`src/rtl/i4001_rom_arbiter.sv`:
```
`timescale 1ns/1ps
// ---------------------------------------------------------------------------
// i4001_rom_arbiter
//
// Purpose:
//   Shares the single-ported i4001_rom block RAM between the MCS-4 fetch path
//   and a host loader/debug port. CPU fetches always win. A host access is
//   granted only while the CPU bus is idle and a guard window has expired
//   since the last CPU access. A granted host access takes three cycles
//   (grant, wait, done) and never blocks a CPU read: the memory port is free
//   during the wait and done cycles.
//
// Ports:
//   sysclk        system clock, rising edge
//   poc           asynchronous active-high reset
//   cpu_req       CPU address valid (level)
//   cpu_addr      CPU fetch address
//   cpu_data      registered ROM byte for the CPU
//   host_req      host request (level, held until host_ack)
//   host_we       host write enable, sampled on grant
//   host_addr     host address, sampled on grant
//   host_wdata    host write data, sampled on grant
//   host_ack      one-cycle completion pulse
//   host_rdata    host read data, valid with host_ack and held afterwards
//   host_err      one-cycle pulse with host_ack for a write blocked by wp
//   host_starved  host pending for STARVE_LIMIT cycles without a grant
//   wp            write protect, sampled on grant
//   mem_en        block RAM enable (registered)
//   mem_we        block RAM write enable (registered)
//   mem_addr      block RAM address (registered)
//   mem_wdata     block RAM write data (registered)
//   mem_rdata     block RAM read data, valid one cycle after mem_en
// ---------------------------------------------------------------------------
module i4001_rom_arbiter #(
  parameter int ADDR_W       = 12,
  parameter int GUARD        = 4,
  parameter int STARVE_LIMIT = 255
) (
  input  logic              sysclk,
  input  logic              poc,
  input  logic              cpu_req,
  input  logic [ADDR_W-1:0] cpu_addr,
  output logic [7:0]        cpu_data,
  input  logic              host_req,
  input  logic              host_we,
  input  logic [ADDR_W-1:0] host_addr,
  input  logic [7:0]        host_wdata,
  output logic              host_ack,
  output logic [7:0]        host_rdata,
  output logic              host_err,
  output logic              host_starved,
  input  logic              wp,
  output logic              mem_en,
  output logic              mem_we,
  output logic [ADDR_W-1:0] mem_addr,
  output logic [7:0]        mem_wdata,
  input  logic [7:0]        mem_rdata
);

  typedef enum logic [1:0] {
    ST_IDLE      = 2'd0,
    ST_HOST_WAIT = 2'd1,
    ST_HOST_DONE = 2'd2
  } state_t;

  localparam logic [3:0] GUARD_LOAD = 4'(GUARD);
  localparam logic [7:0] STARVE_MAX = 8'(STARVE_LIMIT);

  state_t            state_r;
  state_t            state_s;
  logic [3:0]        guard_r;
  logic [3:0]        guard_s;
  logic [7:0]        starve_r;
  logic [7:0]        starve_s;
  logic              starved_r;
  logic              starved_s;
  logic              eligible_s;
  logic              grant_s;
  // cpu_rd_r: a CPU read is on the memory port this cycle.
  // cpu_pend_r: mem_rdata carries the CPU byte this cycle.
  logic              cpu_rd_r;
  logic              cpu_pend_r;
  logic [7:0]        cpu_data_r;
  logic [7:0]        cpu_data_s;
  logic              host_wr_r;
  logic              host_wr_s;
  logic              host_wp_r;
  logic              host_wp_s;
  logic              host_ack_r;
  logic              host_ack_s;
  logic              host_err_r;
  logic              host_err_s;
  logic [7:0]        host_rdata_r;
  logic [7:0]        host_rdata_s;
  logic              mem_en_r;
  logic              mem_en_s;
  logic              mem_we_r;
  logic              mem_we_s;
  logic [ADDR_W-1:0] mem_addr_r;
  logic [ADDR_W-1:0] mem_addr_s;
  logic [7:0]        mem_wdata_r;
  logic [7:0]        mem_wdata_s;

  // Host eligibility and grant decision for this cycle.
  always_comb begin
    eligible_s = 1'b0;
    grant_s    = 1'b0;
    if (!cpu_req && (guard_r == 4'd0)) begin
      eligible_s = 1'b1;
    end else begin
      eligible_s = 1'b0;
    end
    if ((state_r == ST_IDLE) && host_req && eligible_s) begin
      grant_s = 1'b1;
    end else begin
      grant_s = 1'b0;
    end
  end

  // Guard window: reloads on every CPU cycle, counts down while the bus is idle.
  always_comb begin
    guard_s = guard_r;
    if (cpu_req) begin
      guard_s = GUARD_LOAD;
    end else if (guard_r != 4'd0) begin
      guard_s = guard_r - 4'd1;
    end else begin
      guard_s = guard_r;
    end
  end

  // Starvation counter: counts ungranted pending cycles in IDLE, clears with the ack.
  always_comb begin
    starve_s = starve_r;
    if (state_r == ST_HOST_DONE) begin
      starve_s = 8'd0;
    end else if ((state_r == ST_IDLE) && host_req && !grant_s && (starve_r != STARVE_MAX)) begin
      starve_s = starve_r + 8'd1;
    end else begin
      starve_s = starve_r;
    end
    // Flag is derived from the next count so it is registered alongside it.
    starved_s = (starve_s == STARVE_MAX);
  end

  // FSM state register.
  always_ff @(posedge sysclk or posedge poc) begin
    if (poc) begin
      state_r <= ST_IDLE;
    end else begin
      state_r <= state_s;
    end
  end

  // FSM next-state logic.
  always_comb begin
    state_s = state_r;
    case (state_r)
      ST_IDLE: begin
        if (grant_s) begin
          state_s = ST_HOST_WAIT;
        end else begin
          state_s = ST_IDLE;
        end
      end
      ST_HOST_WAIT: state_s = ST_HOST_DONE;
      ST_HOST_DONE: state_s = ST_IDLE;
      default:      state_s = ST_IDLE;
    endcase
  end

  // FSM output logic: next values of the memory port and host/CPU result registers.
  always_comb begin
    mem_en_s     = 1'b0;
    mem_we_s     = 1'b0;
    mem_addr_s   = mem_addr_r;
    mem_wdata_s  = mem_wdata_r;
    host_wr_s    = host_wr_r;
    host_wp_s    = host_wp_r;
    host_ack_s   = 1'b0;
    host_err_s   = 1'b0;
    host_rdata_s = host_rdata_r;
    cpu_data_s   = cpu_data_r;

    // CPU reads take the port unconditionally; a grant is never issued while
    // cpu_req is high, and the host only needs the port in its grant cycle.
    if (cpu_req) begin
      mem_en_s   = 1'b1;
      mem_we_s   = 1'b0;
      mem_addr_s = cpu_addr;
    end else if (grant_s) begin
      mem_en_s    = 1'b1;
      mem_we_s    = host_we & ~wp;
      mem_addr_s  = host_addr;
      mem_wdata_s = host_wdata;
    end else begin
      mem_en_s = 1'b0;
      mem_we_s = 1'b0;
    end

    // Remember the access kind and wp as they were at grant time.
    if (grant_s) begin
      host_wr_s = host_we;
      host_wp_s = wp;
    end else begin
      host_wr_s = host_wr_r;
      host_wp_s = host_wp_r;
    end

    case (state_r)
      ST_HOST_DONE: begin
        host_ack_s = 1'b1;
        host_err_s = host_wr_r & host_wp_r;
        if (host_wr_r) begin
          host_rdata_s = host_rdata_r;
        end else begin
          host_rdata_s = mem_rdata;
        end
      end
      default: begin
        host_ack_s   = 1'b0;
        host_err_s   = 1'b0;
        host_rdata_s = host_rdata_r;
      end
    endcase

    if (cpu_pend_r) begin
      cpu_data_s = mem_rdata;
    end else begin
      cpu_data_s = cpu_data_r;
    end
  end

  // Registered outputs, counters and CPU read pipeline.
  always_ff @(posedge sysclk or posedge poc) begin
    if (poc) begin
      guard_r      <= 4'd0;
      starve_r     <= 8'd0;
      starved_r    <= 1'b0;
      cpu_rd_r     <= 1'b0;
      cpu_pend_r   <= 1'b0;
      cpu_data_r   <= 8'd0;
      host_wr_r    <= 1'b0;
      host_wp_r    <= 1'b0;
      host_ack_r   <= 1'b0;
      host_err_r   <= 1'b0;
      host_rdata_r <= 8'd0;
      mem_en_r     <= 1'b0;
      mem_we_r     <= 1'b0;
      mem_addr_r   <= '0;
      mem_wdata_r  <= 8'd0;
    end else begin
      guard_r      <= guard_s;
      starve_r     <= starve_s;
      starved_r    <= starved_s;
      cpu_rd_r     <= cpu_req;
      cpu_pend_r   <= cpu_rd_r;
      cpu_data_r   <= cpu_data_s;
      host_wr_r    <= host_wr_s;
      host_wp_r    <= host_wp_s;
      host_ack_r   <= host_ack_s;
      host_err_r   <= host_err_s;
      host_rdata_r <= host_rdata_s;
      mem_en_r     <= mem_en_s;
      mem_we_r     <= mem_we_s;
      mem_addr_r   <= mem_addr_s;
      mem_wdata_r  <= mem_wdata_s;
    end
  end

  assign cpu_data     = cpu_data_r;
  assign host_ack     = host_ack_r;
  assign host_rdata   = host_rdata_r;
  assign host_err     = host_err_r;
  assign host_starved = starved_r;
  assign mem_en       = mem_en_r;
  assign mem_we       = mem_we_r;
  assign mem_addr     = mem_addr_r;
  assign mem_wdata    = mem_wdata_r;

endmodule
```
`config.mk`:
```
export PLATFORM = sky130hd
export DESIGN_NAME = i4001_rom_arbiter
export DESIGN_NICKNAME = d
export VERILOG_FILES = /design/src/rtl/i4001_rom_arbiter.sv
export SDC_FILE = /design/constraint.sdc
export NUM_CORES = 1
export LEC_CHECK = 0
export CAP_MARGIN = 20
export CORE_AREA = 5 5 79 81
export DETAILED_ROUTE_END_ITERATION = 8
export DIE_AREA = 0 0 84 86
export PLACE_DENSITY = 0.88
export SYNTH_ARGS = -nofsm -noshare
export SYNTH_HDL_FRONTEND = slang
export SYNTH_SLANG_ARGS = --single-unit
```
`constraint.sdc`:
```
create_clock -name sysclk -period 3.9 [get_ports sysclk]
set_input_delay 0.39 -clock sysclk [delete_from_list [all_inputs] [get_ports sysclk]]
set_output_delay 0.39 -clock sysclk [all_outputs]
set_load 0.02 [all_outputs]
```
# Yosys cells after proc, flatten, opt, wreduce, memory -nomap -nowiden
# Index checks and enable logic that the tools add are counted.
[classes]
multipliers = 0
eq_ne = 4
div = 0
n_reduce_logical = 14
mux = 16
order_cmp = 0
n_shift = 0
addsub = 2
n_bitwise = 5
[ops]
columns = ["operator", "n"]
rows = [
  ["2-to-1 mux 12 bit", 2],
  ["2-to-1 mux 8 bit", 2],
  ["2-to-1 mux 1 bit", 9],
  ["adder 8 x 1 -> 8 bit, second input constant", 1],
  ["== test 8 bit, second input constant", 1],
  ["2-to-1 mux 4 bit", 2],
  ["inequality test 8 bit, second input constant", 1],
  ["logical AND 1 bit", 5],
  ["zero test 4 bit", 1],
  ["one-hot mux 2 bit (2 select lines)", 1],
  ["AND reduction 2 bit", 2],
  ["nonzero test 2 bit", 2],
  ["nonzero test 4 bit", 1],
  ["subtractor 4 x 1 -> 4 bit, second input constant", 1],
  ["inverter 1 bit", 3],
  ["bitwise AND 1 bit", 2],
  ["== test 2 x 1 -> 1 bit, second input constant", 1],
  ["== test 2 bit, second input constant", 1],
  ["zero test 1 bit", 2],
  ["zero test 2 bit", 1],
]
[word_totals]
in_bits = 46
latchBits = 0
output_inout_bits = 41
memories = 0
reg_bits = 59
wordCells = 57
mem_bits_rw = 0
rom_bits = 0

# Logic depth before layout (Yosys ltp)
[logic_depth]
depth_word = 11
ltp_mapped = 7
depth_no_buf = 7

# Least setup slack after synthesis
# Ideal clock, no wire load.
[synth_timing]
path_type = "register -> register"
startpoint = "reg guard_r[0]"
endpoint = "reg starved_r (netlist: host_starved)"
setup_ps = 96
arrival_time_ps = 1745
period_less_slack_ps = 1840
setup_slack_ps = 2060
required_time_ps = 3804
path_stages_with_launch = 8
n_path_buf = 0
path_cell_list = "dfrtp_1 > inv_1 > ha_1 > or4b_4 > o211ai_4 > nor2_1 > xnor2_1 > nor4_2"
[synth_via]
elab_chain_len = 11
[synth_lines]
columns = ["element", "line", "rtl"]
rows = [
  ["from (decl)", "71", "logic [3:0] guard_r;"],
  ["from (signal assigned)", "253", "guard_r <= guard_s;"],
  ["zero test 4 bit", "108", "if (!cpu_req && (guard_r == 4'd0)) begin"],
  ["logical AND 1 bit", "108", ""],
  ["2-to-1 mux 1 bit", "108", ""],
  ["logical AND 1 bit", "113", "if ((state_r == ST_IDLE) && host_req && eligible_s) begin"],
  ["2-to-1 mux 1 bit", "113", ""],
  ["zero test 1 bit", "137", "end else if ((state_r == ST_IDLE) && host_req && !grant_s && (starve_r != STARVE_MAX)) begin"],
  ["logical AND 1 bit (2 in series)", "137", ""],
  ["2-to-1 mux 8 bit", "137", ""],
  ["2-to-1 mux 8 bit", "135", "if (state_r == ST_HOST_DONE) begin"],
  ["== test 8 bit", "143", "starved_s = (starve_s == STARVE_MAX);"],
  ["net starved_s", "76", "logic starved_s;"],
  ["to (signal assigned)", "255", "starved_r <= starved_s;"],
  ["to (decl)", "75", "logic starved_r;"],
]
# The timed path passes the listed nets, and every way through them passes these cells.
# A chain may end at the register's enable or synchronous reset.

# Worst setup path after layout
[layout_timing]
startpoint = "in cpu_req"
endpoint = "reg mem_wdata_r[5] (netlist: mem_wdata[5])"
[layout_via]
elab_chain_len = 6
word_cells_on_any_way = 7
cone_classes = "mux: 2; bitwise: 1; reduce/logical: 4"
[layout_lines]
columns = ["element", "line", "rtl"]
rows = [
  ["from (decl)", "41", "input logic cpu_req,"],
  ["zero test 1 bit", "108", ""],
  ["logical AND 1 bit", "108", ""],
  ["2-to-1 mux 1 bit", "108", ""],
  ["logical AND 1 bit", "113", ""],
  ["2-to-1 mux 1 bit", "113", ""],
  ["AND reduction 2 bit (no line) (*)", "-", ""],
  ["to (signal assigned)", "267", "mem_wdata_r <= mem_wdata_s;"],
  ["to (decl)", "101", "logic [7:0] mem_wdata_r;"],
]
# Every way passes the cells marked *; elsewhere a longest branch is shown, timed or not.

==> impl_metrics.py <==
metrics = {
    "synth": {
        "synth_cell_types": 43,
        "avgSynthCellArea_um2": 12.4,
        "synth_edf_count": 0,
        "yosys-top-cells-area": "dfrtp_1 57%, mux2_2 11%, mux2i_1 6.2%",
        "synth_seq_area_share": 0.575,
        "synth_top_flop_cell": "dfrtp_1",
        "synth_area_leader_cell": "dfrtp_1",
        "syn_area_um2": 2570,
        "syn-num-nets": 256,
        "synth_top_area_share": 0.575,
        "ys.warnings.count": 0,
        "synthCells": 207,
        "ys_ff_latch": 59,
        "ys_async_sr_fraction": 1.00,
    },
    "clock_network": {
        "cts_tree": "done",
        "htreeDepth": 3,
        "insertion_delay_ns": 0.34,
        "clk_pin_slew_ns": 0.07,
        "cts_hold_buffers": 0,
        "root_buffer": "clkbuf_8",
        "post_cts_resize_count": 0,
        "cts_setup_buffers": 0,
        "numCtsBuffers": 9,
        "cts_sinks": 59,
        "clockBufferDepth": 2,
    },
    "timing": {
        "period_share": 0.526,
        "setup_viol": 0,
        "fmax_mhz": 487,
        "max_slew.worst_pin.slew_ns": 0.878,
        "slew_headroom": 0.414,
        "drv_slew": 0,
        "fin_skew_ns": 0.00887,
        "final-hold-violation-count": 0,
        "hold_slack_ns": 0.350,
        "period_minus_slack_ns": 2.05,
        "finalSetupTns_ns": 0,
        "postLayoutSetupSlackWorst_ns": 1.85,
        "rsz0062_at_grt": "no",
    },
    "global_route": {
        "grt_pass1_vias": 2055,
        "grt_pass1_wl_mm": 9.87,
        "antenna_found_initial": 0,
        "grt_overflow": 0,
        "grt_usage": 0.175,
        "grt_max_degree": 46,
    },
    "min_path": {
        "hold_class": "reg2reg",
        "holdCritStartpoint": "cpu_rd_r",
        "holdPathStages": 0,
        "hold_end": "cpu_pend_r",
    },
    "floorplanning": {
        "dieHeight_um": 86,
        "die_x_um": 84,
        "placementRows": 27,
        "dieArea_um2": 7220,
        "coreArea_um2": 5410,
        "initial_utilization": 0.475,
        "ioPinCount": 87,
    },
    "place": {
        "place_ws_ns": 1.46,
        "placed_area_um2": 3510,
        "hpwl_mm": 4.25,
        "place.gp.congestion": 0.787,
        "numPortBuffers": 86,
    },
    "setup_path": {
        "reg2regPathDepth": 5,
        "critPathKind": "in2reg",
        "cp.required_ns": 4.13,
        "critPathArrivalTime_ns": 2.28,
        "cp-start-kind": "input port",
        "endpoint_kind": "flop",
        "regToRegSetupSlack_ns": 1.88,
        "worstPathMaxFanout": 33,
        "timing.rr.end": "mem_wdata[5]",
        "reg2reg_from": "guard_r[0]",
    },
    "final_layout": {
        "diodes": 0,
        "drive_above_1_share": 0.174,
        "final_net_count": 349,
        "fillers": 412,
        "syn_to_final_growth_pct": 44.2,
        "fin_area_um2": 3700,
    },
    "route": {
        "dr.pass1.iters": 4,
        "drt_wl_total_mm": 5.75,
        "drtIter0Drc": 101,
        "drcViolationCount": 0,
        "wire_per_inst_um": 15.3,
        "viasPerCell": 5.05,
        "vias": 1905,
        "ant_nets": 0,
    },
    "power": {
        "leakagePower_nw": 1.67,
        "ir_drop_v": 0.000287,
        "powerDensity_nw_per_um2": 609,
    },
    "run": {
        "cap_violations": 0,
    },
    "outcome": {
        "run_status": "finished, final reports clean",
    },
}
-- cells by family after synthesis --
| kind of cell | after synthesis | synth area share |
|---|---|---|
| buf+inv | 13 | 0.0200 |
| mux | 42 | 0.176 |
| simple gates | 61 | 0.139 |
| compound gates | 25 | 0.0614 |
| fa+ha+maj | 3 | 0.0146 |
| flops | 59 | 0.575 |
| xor+xnor | 4 | 0.0136 |
-- power breakdown --
group          switching (mW)  leakage, nW  total, mW  internal (mW)
logic                   0.373        0.840      0.796          0.423
registers               0.139        0.732      0.921          0.782
clock network           0.231       0.0991      0.540          0.309
-- through the flow --
step	power [mW]	util	std cells
3_3_place_gp	1.70	0.649	361
6_report	2.26	0.685	377
2_1_floorplan	1.37	-	207
4_1_cts	2.28	0.685	377
3_5_place_dp	1.73	0.649	361
5_1_grt	2.40	0.685	377
-- flip-flops by register name, indices dropped and copies added (netlist names) --
name          count
cpu_data          8
cpu_pend_r        1
cpu_rd_r          1
guard_r           4
host_ack          1
host_err          1
host_rdata        8
host_starved      1
host_wp_r         1
host_wr_r         1
mem_addr         12
mem_en            1
mem_wdata         8
mem_we            1
starve_r          8
state_r           2
-- final cells by class --
cell class              count  area (µm²)  share of cell area
repair buffers             88         876               0.236
inverters                   7        26.3             0.00709
well taps                  72        90.1              0.0243
clock inverters             5        52.6              0.0142
clock buffers              11         141              0.0382
multi-input cells         135        1040               0.281
flip-flops and latches     59        1480               0.399
-- per-layer routing --
metal / track usage / up-vias / wire [µm]
met3: 0.0663 / 9 / 447
met4: 0.0746 / 0 / 84
li1: - / 919 / -
met1: 0.208 / 904 / 2380
met5: 0 / - / 0
met2: 0.285 / 73 / 2840
-- cell usage in the layout (no fill, tap or decap), drive strengths merged, types with 2 or more instances in the layout --
cell	instances
ha	3
nor4b	2
clkdlybuf4s50	86
nand2b	2
a21oi	3
nand4	3
nor3	2
a211oi	3
mux2	26
nor2	11
clkbuf	11
nand2	19
nor3b	2
and3	4
nand3	2
clkinv	4
buf	2
mux2i	16
inv	6
or3	3
dfrtp	59
nor4	2
xnor2	3
o21ai	15
-- worst max-delay path, cell delays in order --
cell and delay [ns]:
clkdlybuf4s50_1 0.40, buf_4 0.23, nor4b_2 0.36, nand2_2 0.46, mux2_2 0.43
-- synth_stat cells, drive strengths merged, types with 2 or more instances --
cell type	count
nor4	2
or3	3
nand2	19
nand4	3
a211oi	3
mux2	26
nor4b	2
o21ai	15
clkbuf	4
ha	3
nand2b	2
mux2i	16
buf	2
nor2	11
nor3	2
a21oi	3
nand3	2
dfrtp	59
nor3b	2
inv	6
xnor2	3
and3	4
-- worst max path at each step --
| stage | endpoint | start | cells after the start | slack, ns |
|---|---|---|---|---|
| finish | mem_wdata[5] | cpu_req | 5 | 1.85 |
| global route | mem_we | guard_r[0] | 5 | 1.57 |
| CTS | mem_addr[11] | cpu_req | 6 | 1.84 |
| detailed placement | mem_addr[11] | cpu_req | 6 | 1.46 |
| global placement | mem_wdata[0] | cpu_req | 5 | 1.53 |
| floorplan | cpu_data[0] | poc | 1 | 2.05 |
Power figures use the tool's default switching activity.
